**config.mk**
```make
export PLATFORM = sky130hd
export DESIGN_NAME = multicycle_ctrl
export DESIGN_NICKNAME = d
export VERILOG_FILES = /design/src/rtl/mc_pkg.sv /design/src/rtl/mc_wait_timer.sv /design/src/rtl/multicycle_ctrl.sv
export SDC_FILE = /design/constraint.sdc
export NUM_CORES = 1
export LEC_CHECK = 0
export CAP_MARGIN = 30
export CORE_UTILIZATION = 40
export CTS_BUF_LIST = sky130_fd_sc_hd__clkbuf_16
export CTS_CLUSTER_DIAMETER = 100
export DETAILED_ROUTE_END_ITERATION = 10
export HOLD_SLACK_MARGIN = 0.06
export MAX_ROUTING_LAYER = met4
export PLACE_DENSITY = 0.67
export SLEW_MARGIN = 20
export SYNTH_ARGS = -nofsm -noshare
export SYNTH_HDL_FRONTEND = slang
export SYNTH_SLANG_ARGS = --single-unit
```
**constraint.sdc**
```tcl
create_clock -name clk -period 3.15 [get_ports clk]
set_clock_uncertainty 0.05 [all_clocks]
set_input_delay 0.4725 -clock clk [delete_from_list [all_inputs] [get_ports clk]]
set_output_delay 0.4725 -clock clk [all_outputs]
set_load 0.05 [all_outputs]
```
**src/rtl/mc_pkg.sv**
```systemverilog
// Shared definitions for the multi-cycle controller: FSM state encoding, opcodes, mux/ALU selects.
// Latency: n/a (definitions only).
// Backpressure: n/a.
package mc_pkg;

    typedef enum logic [3:0] {
        S_FETCH   = 4'd0,
        S_DECODE  = 4'd1,
        S_EXEC_R  = 4'd2,
        S_EXEC_I  = 4'd3,
        S_ADDR_I  = 4'd4,
        S_ADDR_RR = 4'd5,
        S_EXEC_SS = 4'd6,
        S_MEM_RD  = 4'd7,
        S_MEM_WR  = 4'd8,
        S_WB_ALU  = 4'd9,
        S_WB_MEM  = 4'd10,
        S_BRANCH  = 4'd11,
        S_SWAP    = 4'd12,
        S_HALT    = 4'd13,
        S_ERR     = 4'd14
    } state_t;

    // Opcodes (IR[6:0])
    localparam logic [6:0] OP_R    = 7'b0110011;
    localparam logic [6:0] OP_ADDI = 7'b0010011;
    localparam logic [6:0] OP_SLLI = 7'b0010100;
    localparam logic [6:0] OP_LW   = 7'b0000011;
    localparam logic [6:0] OP_SW   = 7'b0100011;
    localparam logic [6:0] OP_LWI  = 7'b0000100;
    localparam logic [6:0] OP_SS   = 7'b0100100;
    localparam logic [6:0] OP_BEQ  = 7'b1100011;
    localparam logic [6:0] OP_BLT  = 7'b1100100;
    localparam logic [6:0] OP_SWAP = 7'b0100101;

    // ALU operand A select
    localparam logic [1:0] SRCA_PC  = 2'd0;
    localparam logic [1:0] SRCA_RS1 = 2'd1;
    localparam logic [1:0] SRCA_RS2 = 2'd2;

    // ALU operand B select
    localparam logic [1:0] SRCB_RS2  = 2'd0;
    localparam logic [1:0] SRCB_FOUR = 2'd1;
    localparam logic [1:0] SRCB_IMM  = 2'd2;

    // ALU operation
    localparam logic [1:0] ALU_ADD   = 2'd0;
    localparam logic [1:0] ALU_SUB   = 2'd1;
    localparam logic [1:0] ALU_FUNCT = 2'd2;

endpackage

```
**src/rtl/mc_wait_timer.sv**
```systemverilog
// Counts cycles spent waiting for mem_ready in one memory access; flags timeout on the last allowed cycle.
// Latency: timeout is combinational from the count and ready of the current cycle.
// Backpressure: none; clear has priority over counting, ready on the same cycle suppresses timeout.
//  clk, rst       : clock, synchronous active-low reset
//  clear          : restart count (controller is changing state)
//  enable         : controller sits in a memory-wait state
//  ready          : memory completes this cycle
//  at_start       : count is zero (first cycle of an access)
//  timeout        : this is the MEM_TIMEOUT-th cycle without ready
module mc_wait_timer #(
    parameter int MEM_TIMEOUT = 15
) (
    input  logic clk,
    input  logic rst,
    input  logic clear,
    input  logic enable,
    input  logic ready,
    output logic at_start,
    output logic timeout
);

    localparam int W = $clog2(MEM_TIMEOUT + 1);
    localparam logic [W-1:0] LAST = W'(MEM_TIMEOUT - 1);

    logic [W-1:0] count;

    always_ff @(posedge clk) begin
        if (!rst) begin
            count <= '0;
        end else if (clear) begin
            count <= '0;
        end else if (enable && !ready) begin
            count <= count + W'(1);
        end
    end

    assign at_start = (count == '0);
    // Count holds the number of wait cycles already spent, so this cycle is the
    // MEM_TIMEOUT-th one when count has reached MEM_TIMEOUT-1.
    assign timeout  = enable && !ready && (count == LAST);

endmodule

```
**src/rtl/multicycle_ctrl.sv**
```systemverilog
// Moore FSM sequencing a multi-cycle datapath (fetch/decode/execute/memory/writeback) with one ALU and one memory port.
// Latency: branch/swap 3 cycles, R/I/sw/ss 4, lw/lwi 5, plus memory wait cycles.
// Backpressure: stalls in fetch/memory states until mem_ready; MEM_TIMEOUT wait cycles without it -> error state.
//  inputs : clk, rst (sync, active-low), opcode, zero, mem_ready, halt_req
//  outputs: datapath strobes and mux selects, busy, err (sticky), instret (retired count)
module multicycle_ctrl
    import mc_pkg::*;
#(
    parameter int MEM_TIMEOUT = 15,
    parameter int CNT_W       = 32
) (
    input  logic             clk,
    input  logic             rst,
    input  logic [6:0]       opcode,
    input  logic             zero,
    input  logic             mem_ready,
    input  logic             halt_req,
    output logic             ir_write,
    output logic             pc_write,
    output logic             pc_write_cond,
    output logic             pc_src,
    output logic             iord,
    output logic             mem_read,
    output logic             mem_write,
    output logic             addr_src,
    output logic             wdata_src,
    output logic [1:0]       alu_src_a,
    output logic [1:0]       alu_src_b,
    output logic [1:0]       aluop,
    output logic             reg_write,
    output logic             reg_write2,
    output logic             write_reg_src,
    output logic             mem_to_reg,
    output logic             busy,
    output logic             err,
    output logic [CNT_W-1:0] instret
);

    state_t state, state_next;
    logic   err_q;
    logic   wait_state, wait_start, wait_timeout, retire;

    // The zero flag is qualified by pc_write_cond inside the datapath.
    logic   unused_zero;
    assign  unused_zero = zero;

    assign wait_state = (state == S_FETCH) || (state == S_MEM_RD) || (state == S_MEM_WR);

    // Any state change restarts the counter, so it is zero on entry to each access.
    mc_wait_timer #(.MEM_TIMEOUT(MEM_TIMEOUT)) u_wait_timer (
        .clk      (clk),
        .rst      (rst),
        .clear    (state_next != state),
        .enable   (wait_state),
        .ready    (mem_ready),
        .at_start (wait_start),
        .timeout  (wait_timeout)
    );

    always_ff @(posedge clk) begin
        if (!rst) begin
            state <= S_FETCH;
        end else begin
            state <= state_next;
        end
    end

    always_ff @(posedge clk) begin
        if (!rst) begin
            err_q <= 1'b0;
        end else if (state_next == S_ERR) begin
            err_q <= 1'b1;
        end
    end

    // An instruction retires when a terminal state hands back to fetch.
    assign retire = (state_next == S_FETCH) &&
                    ((state == S_WB_ALU) || (state == S_WB_MEM) || (state == S_BRANCH) ||
                     (state == S_SWAP)   || (state == S_MEM_WR));

    always_ff @(posedge clk) begin
        if (!rst) begin
            instret <= '0;
        end else if (retire) begin
            instret <= instret + CNT_W'(1);
        end
    end

    assign err = err_q;

    always_comb begin
        state_next    = state;
        ir_write      = 1'b0;
        pc_write      = 1'b0;
        pc_write_cond = 1'b0;
        pc_src        = 1'b0;
        iord          = 1'b0;
        mem_read      = 1'b0;
        mem_write     = 1'b0;
        addr_src      = 1'b0;
        wdata_src     = 1'b0;
        alu_src_a     = SRCA_PC;
        alu_src_b     = SRCB_RS2;
        aluop         = ALU_ADD;
        reg_write     = 1'b0;
        reg_write2    = 1'b0;
        write_reg_src = 1'b0;
        mem_to_reg    = 1'b0;
        busy          = 1'b1;

        case (state)
            S_FETCH: begin
                // Halt is only honoured on the first fetch cycle, i.e. at an
                // instruction boundary before any memory request is issued.
                if (halt_req && wait_start) begin
                    state_next = S_HALT;
                end else begin
                    mem_read  = 1'b1;
                    alu_src_b = SRCB_FOUR;
                    if (mem_ready) begin
                        ir_write   = 1'b1;
                        pc_write   = 1'b1;
                        state_next = S_DECODE;
                    end else if (wait_timeout) begin
                        state_next = S_ERR;
                    end
                end
            end
            S_DECODE: begin
                alu_src_b = SRCB_IMM;
                case (opcode)
                    OP_R:            state_next = S_EXEC_R;
                    OP_ADDI, OP_SLLI: state_next = S_EXEC_I;
                    OP_LW, OP_SW:    state_next = S_ADDR_I;
                    OP_LWI:          state_next = S_ADDR_RR;
                    OP_SS:           state_next = S_EXEC_SS;
                    OP_BEQ, OP_BLT:  state_next = S_BRANCH;
                    OP_SWAP:         state_next = S_SWAP;
                    default:         state_next = S_ERR;
                endcase
            end
            S_EXEC_R: begin
                alu_src_a  = SRCA_RS1;
                aluop      = ALU_FUNCT;
                state_next = S_WB_ALU;
            end
            S_EXEC_I: begin
                alu_src_a  = SRCA_RS1;
                alu_src_b  = SRCB_IMM;
                aluop      = (opcode == OP_SLLI) ? ALU_FUNCT : ALU_ADD;
                state_next = S_WB_ALU;
            end
            S_ADDR_I: begin
                alu_src_a  = SRCA_RS1;
                alu_src_b  = SRCB_IMM;
                state_next = (opcode == OP_SW) ? S_MEM_WR : S_MEM_RD;
            end
            S_ADDR_RR: begin
                alu_src_a  = SRCA_RS1;
                state_next = S_MEM_RD;
            end
            S_EXEC_SS: begin
                // ss stores rs2+imm at address rs1: the sum lands in ALUOut as write data.
                alu_src_a  = SRCA_RS2;
                alu_src_b  = SRCB_IMM;
                state_next = S_MEM_WR;
            end
            S_MEM_RD: begin
                iord     = 1'b1;
                mem_read = 1'b1;
                if (mem_ready) begin
                    state_next = S_WB_MEM;
                end else if (wait_timeout) begin
                    state_next = S_ERR;
                end
            end
            S_MEM_WR: begin
                iord      = 1'b1;
                mem_write = 1'b1;
                addr_src  = (opcode == OP_SS);
                wdata_src = (opcode == OP_SS);
                if (mem_ready) begin
                    state_next = S_FETCH;
                end else if (wait_timeout) begin
                    state_next = S_ERR;
                end
            end
            S_WB_ALU: begin
                reg_write  = 1'b1;
                state_next = S_FETCH;
            end
            S_WB_MEM: begin
                reg_write  = 1'b1;
                mem_to_reg = 1'b1;
                state_next = S_FETCH;
            end
            S_BRANCH: begin
                alu_src_a     = SRCA_RS1;
                pc_write_cond = 1'b1;
                pc_src        = 1'b1;
                aluop         = (opcode == OP_BLT) ? ALU_FUNCT : ALU_SUB;
                state_next    = S_FETCH;
            end
            S_SWAP: begin
                reg_write     = 1'b1;
                reg_write2    = 1'b1;
                write_reg_src = 1'b1;
                state_next    = S_FETCH;
            end
            S_HALT: begin
                busy = 1'b0;
                if (!halt_req) begin
                    state_next = S_FETCH;
                end
            end
            S_ERR: begin
                busy = 1'b0;
            end
            default: begin
                busy       = 1'b0;
                state_next = S_ERR;
            end
        endcase

        // Keep every strobe quiet while reset is asserted.
        if (!rst) begin
            ir_write      = 1'b0;
            pc_write      = 1'b0;
            pc_write_cond = 1'b0;
            pc_src        = 1'b0;
            iord          = 1'b0;
            mem_read      = 1'b0;
            mem_write     = 1'b0;
            addr_src      = 1'b0;
            wdata_src     = 1'b0;
            alu_src_a     = SRCA_PC;
            alu_src_b     = SRCB_RS2;
            aluop         = ALU_ADD;
            reg_write     = 1'b0;
            reg_write2    = 1'b0;
            write_reg_src = 1'b0;
            mem_to_reg    = 1'b0;
            busy          = 1'b0;
        end
    end

endmodule

```
==> results.json, run 1 <==
{
  "tritoncts_buffers": 5,
  "sort_of_element_at_the_start_of_the_critical_path": "input port",
  "worst-setup-path-type": "input port to output pin",
  "cell_count_post_placement": 450,
  "width_of_the_die_um": 82.8,
  "detail_route.vias_per_cell": 5.44,
  "synth_largest_type_area_fraction": 0.314,
  "route.vias.total": 2488,
  "final_core_utilization": 0.594,
  "synth-edff-count": 0,
  "run_status": "completed",
  "fin_area_um2": 3750,
  "final_cells": 457,
  "rsz0062_at_grt": "no",
  "layout.nets": 396,
  "iteration_0_drc_count_of_the_detailed_router": 62,
  "globalRouteTotalUtil": 0.196,
  "place_congestion": 0.939,
  "final-hold-violation-count": 0,
  "worst_hold_path.endpoint": "instret[1]",
  "cts_resized": 0,
  "largest_net_degree_at_the_start_of_global_routing": 23,
  "layout-drive-gt1-share": 0.153,
  "mux_share_of_post_synthesis_cell_area": 0.00766,
  "clk_path_buf_depth": 2,
  "areal_power_density_over_the_cells_nw_per_um2": 615,
  "synth_most_common_cell": "dfxtp_1",
  "worst-slew-pin-transition_ps": 800,
  "setup_violations": 0,
  "post_cts_buffers": 0,
  "post_synth_main_area_contributors": "dfxtp_1 31%, xnor2_1 8.0%, and2_1 7.4%, nand3_1 3.4%, nand2_1 3.2%",
  "floorplan.die_area_um2": 6860,
  "max_freq_ghz": 0.337,
  "worst_slew_margin_rel": 0.462,
  "routedWlPerCell_um": 13.7,
  "synth_compound_area_frac": 0.143,
  "holdCritPathClass": "flop to flop",
  "synth_simple_gate_area_share": 0.352,
  "finalCritPeriodShare": 0.942,
  "holdCritStartpoint": "instret[1]",
  "max-cap-violations": 0,
  "synthesis.instances": 313,
  "grt_first_pass_wirelength_um": 11000,
  "route.antenna.remaining_nets": 0,
  "seqCellArea_um2": 821,
  "tritoncts_num_sinks": 41,
  "dpl_cell_area_um2": 3600,
  "largest_family_of_logic_cells_by_synthesized_area": "simple AND/OR/NAND/NOR gates",
  "ff2ff_setup_slack_ps": 230,
  "static-leakage-power_nw": 1.35,
  "root_buffer": "clkbuf_16",
  "synth_seq_cells": 41,
  "ys_dominant_reg_cell": "dfxtp_1",
  "port-buffer-count": 63,
  "clk_pin_slew_worst_paths_ps": 60,
  "areaGrowthSynthToFinish_pct": 43.4,
  "syn-cell-area_um2": 2610,
  "yosys_warning_count": 0,
  "detail_route.first_pass.iterations": 4,
  "critPathMaxFanout": 8,
  "worstPathRequired_ps": 2630,
  "place.detailed.hpwl_um": 4630,
  "final.min_clock_period_ps": 2970,
  "number_of_max_slew_violations_in_the_final_report": 0,
  "ir_worst_vdd_uv": 411,
  "cts-hold-fix-buffers": 0,
  "synth.distinct_cells": 59,
  "synth_top_cells_by_count": "41 x dfxtp_1, 31 x and2_1, 24 x xnor2_1, 22 x nand2_1, 18 x nand3_1",
  "start_util": 0.414,
  "routed_wl_um": 6280,
  "fp.coreArea_um2": 6310,
  "cts_max_level": 2,
  "die_height_um": 82.8,
  "initial_antenna_violation_count": 0,
  "clk-insertion-delay-late_ps": 280,
  "worstSetupEndpointType": "output pin",
  "grt_overflow_total": 0,
  "num_io_pins": 65,
  "hold_depth": 2,
  "syn_area_per_cell_um2": 8.35,
  "postSynthNetCount": 329,
  "multi_input_comb_area_um2": 1690,
  "postSynth.asyncResetShare": 0,
  "synth_largest_area_cell": "dfxtp_1",
  "worstReg2RegEnd": "instret[6]",
  "synth_xor_area_frac": 0.111,
  "filler_cell_count": 555,
  "worst_r2r_path_depth": 10,
  "synth-seq-area-share": 0.314,
  "number_of_diodes_added_for_antenna_fixing": 0,
  "holdWs_ps": 507,
  "synth_fa_ha_area_frac": 0.0192,
  "core.rowCount": 29,
  "critical_path_arrival_ps": 2450,
  "worstReg2RegStart": "u_wait_timer.count[0]",
  "tritoncts": "yes",
  "remaining_drc_errors": 0,
  "number_of_global_route_vias_before_repair": 2359
}
[cells by family after synthesis]
family / Yosys count
buf+inv: 30
simple gates: 153
compound gates: 50
mux: 2
xor+xnor: 33
flops: 41
fa+ha+maj: 4
[state kept, by name (all words and copies together), names as in the netlist]
name,flops
err,1
instret,32
state,4
u_wait_timer.count,4
[layout make-up]
class / count / share of cell area
multi-input combinational: 242 / 0.452
timing repair buffer: 81 / 0.258
sequential: 41 / 0.219
clock buffer: 5 / 0.0334
tap: 77 / 0.0257
inverter: 9 / 0.00902
clock inverter: 2 / 0.00334
[worst max-delay path: stages]
cell	delay, ps
clkdlybuf4s50_1	580
or3b_1	460
nor2_1	200
a31oi_1	130
o41ai_2	400
buf_12	190
[per-stage QoR]
stage               setup TNS, ps  setup slack [ps]  power, mW
floorplan                    -342              -342       1.40
global placement                0               119       1.83
detailed placement              0             0.394       1.82
CTS                             0               184       2.31
global route                    0              16.4       2.45
finish                          0               182       2.31
[metal layers]
layer | up-vias | wire [µm] | global-route usage
met1 | 1159 | 2950 | 0.253
met4 | 0 | 45 | 0.0376
li1 | 1261 | - | -
met5 | - | 0 | -
met3 | 6 | 256 | 0.0417
met2 | 62 | 3020 | 0.316
[where the power goes]
group | total, mW | internal, mW | switching (mW)
clock | 0.478 | 0.287 | 0.191
sequential | 0.581 | 0.556 | 0.0244
combinational | 1.25 | 0.495 | 0.752
[worst max-delay path by stage]
stage                               start  slack, ps                    end  cells past startpoint
floorplan                        state[1]       -340               aluop[0]                      5
global route        u_wait_timer.count[0]         20             instret[7]                     10
detailed placement              opcode[2]        0.4  u_wait_timer.count[2]                      8
finish                          opcode[2]        180               aluop[1]                      6
CTS                             opcode[2]        180               aluop[1]                      6
global placement                opcode[2]        120  u_wait_timer.count[2]                      8
[layout by cell type, fill, tap and decap left out, drive strengths merged, types with 2 or more instances in the layout]
cell type,netlist,final
nand2b,5,5
nand2,22,22
o211ai,2,2
xor2,9,9
o31ai,3,3
inv,9,10
a2111oi,5,5
o21a,4,4
nor4b,2,2
nor2,10,10
nor3b,3,3
dfxtp,41,41
a211oi,3,3
o21ai,7,7
clkbuf,12,5
and3,8,8
nand4bb,2,2
o41ai,2,2
nor3,9,9
nand3,19,19
and2,31,31
nand3b,2,2
o311a,2,2
a21oi,11,11
clkdlybuf4s50,0,43
nor2b,10,10
nor4,7,7
buf,9,38
nand4,10,10
and4,4,4
ha,4,4
mux2i,2,2
a31oi,3,3
xnor2,24,24
Power figures use the tool's default switching activity.
==> run 2: changes to the inputs <==
--- a/config.mk
+++ b/config.mk
@@ -16,4 +16,5 @@
 export SLEW_MARGIN = 20
 export SYNTH_ARGS = -nofsm -noshare
 export SYNTH_HDL_FRONTEND = slang
+export SYNTH_HIERARCHICAL = 1
 export SYNTH_SLANG_ARGS = --single-unit
==> results.json, run 2 <==
{
  "run_status": "completed",
  "worstReg2RegStart": "state[1]",
  "max_freq_ghz": 0.339,
  "ir_worst_vdd_uv": 425,
  "critical-path-slowest-cell": "or4_1",
  "layout-drive-gt1-share": 0.185,
  "detail_route.vias_per_cell": 5.50,
  "final.min_clock_period_ps": 2950,
  "finalWorstSetupSlack_ps": 196,
  "registers.top_by_ff_count": "instret",
  "synth_seq_cells": 41,
  "holdCritPathClass": "flop to flop",
  "static-leakage-power_nw": 1.39,
  "synth-edff-count": 0,
  "start_util": 0.416,
  "worstSetupEndpointType": "flop",
  "areaGrowthSynthToFinish_pct": 46.2,
  "max-cap-violations": 0,
  "tritoncts_num_sinks": 41,
  "core.rowCount": 29,
  "critical_path_arrival_ps": 3120,
  "root_buffer": "clkbuf_16",
  "critical_path.startpoint": "state[1]",
  "ff2ff_setup_slack_ps": 200,
  "initial_antenna_violation_count": 0,
  "floorplan.die_area_um2": 6970,
  "synthesis.instances": 346,
  "num_io_pins": 65,
  "syn-cell-area_um2": 2660,
  "grt_first_pass_wirelength_um": 12000,
  "width_of_the_die_um": 83.5,
  "seqCellArea_um2": 822,
  "critPathMaxFanout": 6,
  "setup_violations": 0,
  "place.detailed.hpwl_um": 5280,
  "route.vias.total": 2797,
  "clk_pin_slew_worst_paths_ps": 60,
  "grt_overflow_total": 0,
  "number_of_max_slew_violations_in_the_final_report": 0,
  "globalRouteTotalUtil": 0.211,
  "worst-slew-pin-transition_ps": 521,
  "clk-insertion-delay-late_ps": 280,
  "worst-setup-path-type": "flop to flop",
  "post_synth_main_area_contributors": "dfxtp_1 31%, nor2_1 5.5%, nand4_1 4.7%, a21oi_1 4.5%, xor2_1 4.0%",
  "groute.layer.met2.usage": 0.353,
  "routed_wl_um": 6970,
  "max_reg_flops": 32,
  "postSynth.asyncResetShare": 0,
  "route.antenna.remaining_nets": 0,
  "syn_area_per_cell_um2": 7.67,
  "finalCritPeriodShare": 0.938,
  "iteration_0_drc_count_of_the_detailed_router": 186,
  "synth-seq-area-share": 0.309,
  "worst_r2r_path_depth": 13,
  "grt.met1_usage": 0.273,
  "routedWlPerCell_um": 13.7,
  "grt.busiest_layer": "met2",
  "largest_registers": "instret x32, state x4, u_wait_timer/count x4",
  "most-common-layout-cells": "43 x clkdlybuf4s50_1, 43 x buf_4, 40 x dfxtp_1",
  "remaining_drc_errors": 0,
  "worst_slew_margin_rel": 0.648,
  "largest_net_degree_at_the_start_of_global_routing": 23,
  "synth_top_cells_by_count": "41 x dfxtp_1, 39 x nor2_1, 27 x nand2_1, 24 x a21oi_1, 20 x nand4_1",
  "place_congestion": 0.880,
  "fp.coreArea_um2": 6390,
  "clk_path_buf_depth": 2,
  "final-hold-violation-count": 0,
  "timing.critical_path.cells": "nand4b_1 -> o31ai_4 -> nand3b_1 -> nor2_2 -> nor4b_1 -> o21ai_0 -> o211ai_1 -> nor2b_1 -> nor2b_2 -> xnor2_1 -> or4_1 -> nand2b_1 -> a21oi_1",
  "postSynthNetCount": 362,
  "synth_most_common_cell": "dfxtp_1",
  "die_height_um": 83.5,
  "detail_route.first_pass.iterations": 4,
  "multi_input_comb_area_um2": 1730,
  "grtUsageMet3": 0.0326,
  "synth.distinct_cells": 56,
  "synth_largest_type_area_fraction": 0.309,
  "tritoncts_buffers": 5,
  "sort_of_element_at_the_start_of_the_critical_path": "flop",
  "layout.nets": 447,
  "capture_point_of_the_worst_path": "u_wait_timer/count[3]",
  "tritoncts": "yes",
  "yosys_warning_count": 6,
  "cts-hold-fix-buffers": 0,
  "ys_dominant_reg_cell": "dfxtp_1",
  "cts_max_level": 2,
  "areal_power_density_over_the_cells_nw_per_um2": 671,
  "worstReg2RegEnd": "u_wait_timer/count[3]",
  "synth_largest_area_cell": "dfxtp_1",
  "worstPathRequired_ps": 3320,
  "place_worst_setup_slack_ps": -71.7,
  "number_of_global_route_vias_before_repair": 2615,
  "port-buffer-count": 63,
  "filler_cell_count": 594,
  "final_core_utilization": 0.608,
  "critical-path-max-stage-delay_ps": 530,
  "number_of_diodes_added_for_antenna_fixing": 0
}
[run 2: cell count changes in the layout (fill, tap and decap cells not counted), sizes merged, moves of 10 or more]
cell / delta
or3: +13
o21ai: +10
a21oi: +13
nor2: +29
buf: +18
nand4: +10
and2: -21
xnor2: -16
[run 2: cell type report]
class                      instances  share of cell area
multi-input combinational        269               0.445
clock inverter                     3              0.0106
timing repair buffer              99               0.261
clock buffer                       5              0.0322
tap                               77              0.0248
inverter                          15              0.0145
sequential                        41               0.212
[run 2: kinds of logic (layout without fill, tap and decap cells)]
family,after synthesis,count (layout),share of synthesized area
AO/OA/AOI/OAI,71,71,0.172
XOR/XNOR,20,20,0.0660
adder cells (fa/ha/maj),4,4,0.0189
buffers and inverters,36,122,0.0594
flip-flops,41,41,0.309
multiplexers,2,2,0.00754
AND/OR/NAND/NOR,172,172,0.367
[run 2: through the flow]
stage	hold slack (ps)	TNS [ps]	instance area, µm²	total power, mW	instances
floorplan	421	0	2690	1.49	346
global placement	408	-314	3690	1.99	501
detailed placement	412	-460	3690	2.01	501
CTS	435	0	3860	2.59	509
global route	456	-14.4	3880	2.77	509
finish	428	0	3880	2.60	509
[run 2: report_power, final]
part | internal, mW | switching, mW | leakage, nW
clock network | 0.371 | 0.201 | 0.0775
logic | 0.619 | 0.816 | 0.981
registers | 0.556 | 0.0411 | 0.332
total | 1.55 | 1.06 | 1.39
[run 2: what timing repair did]
action / in CTS / in global routing
hold endpoints to repair: 0 / 0
resized for setup: 0 / 5
setup buffers: 0 / 0
setup endpoints to repair: 0 / 8
[run 2: critical path: cells and delay by family, from the launching register on]
family           cells  cell delay, ps
XOR/XNOR             1             120
flip-flops           1             400
AND/OR/NAND/NOR      8            1770
AO/OA/AOI/OAI        4             560
[run 2: routing by layer]
layer	routed length [µm]	share of wire
met4	40	0.0057
met5	0	0
met2	3420	0.49
met3	227	0.033
met1	3290	0.47
[run 2: how the worst min path moves through the flow]
| stage | start | end | depth (start not counted) | slack [ps] |
|---|---|---|---|---|
| after floorplan | u_wait_timer/count[3] | u_wait_timer/count[3] | 2 | 420 |
| after global placement | err | err | 1 | 410 |
| after detailed placement | err | err | 1 | 410 |
| after CTS | err | err | 1 | 440 |
| after global routing | err | err | 1 | 460 |
| final | err | err | 1 | 430 |
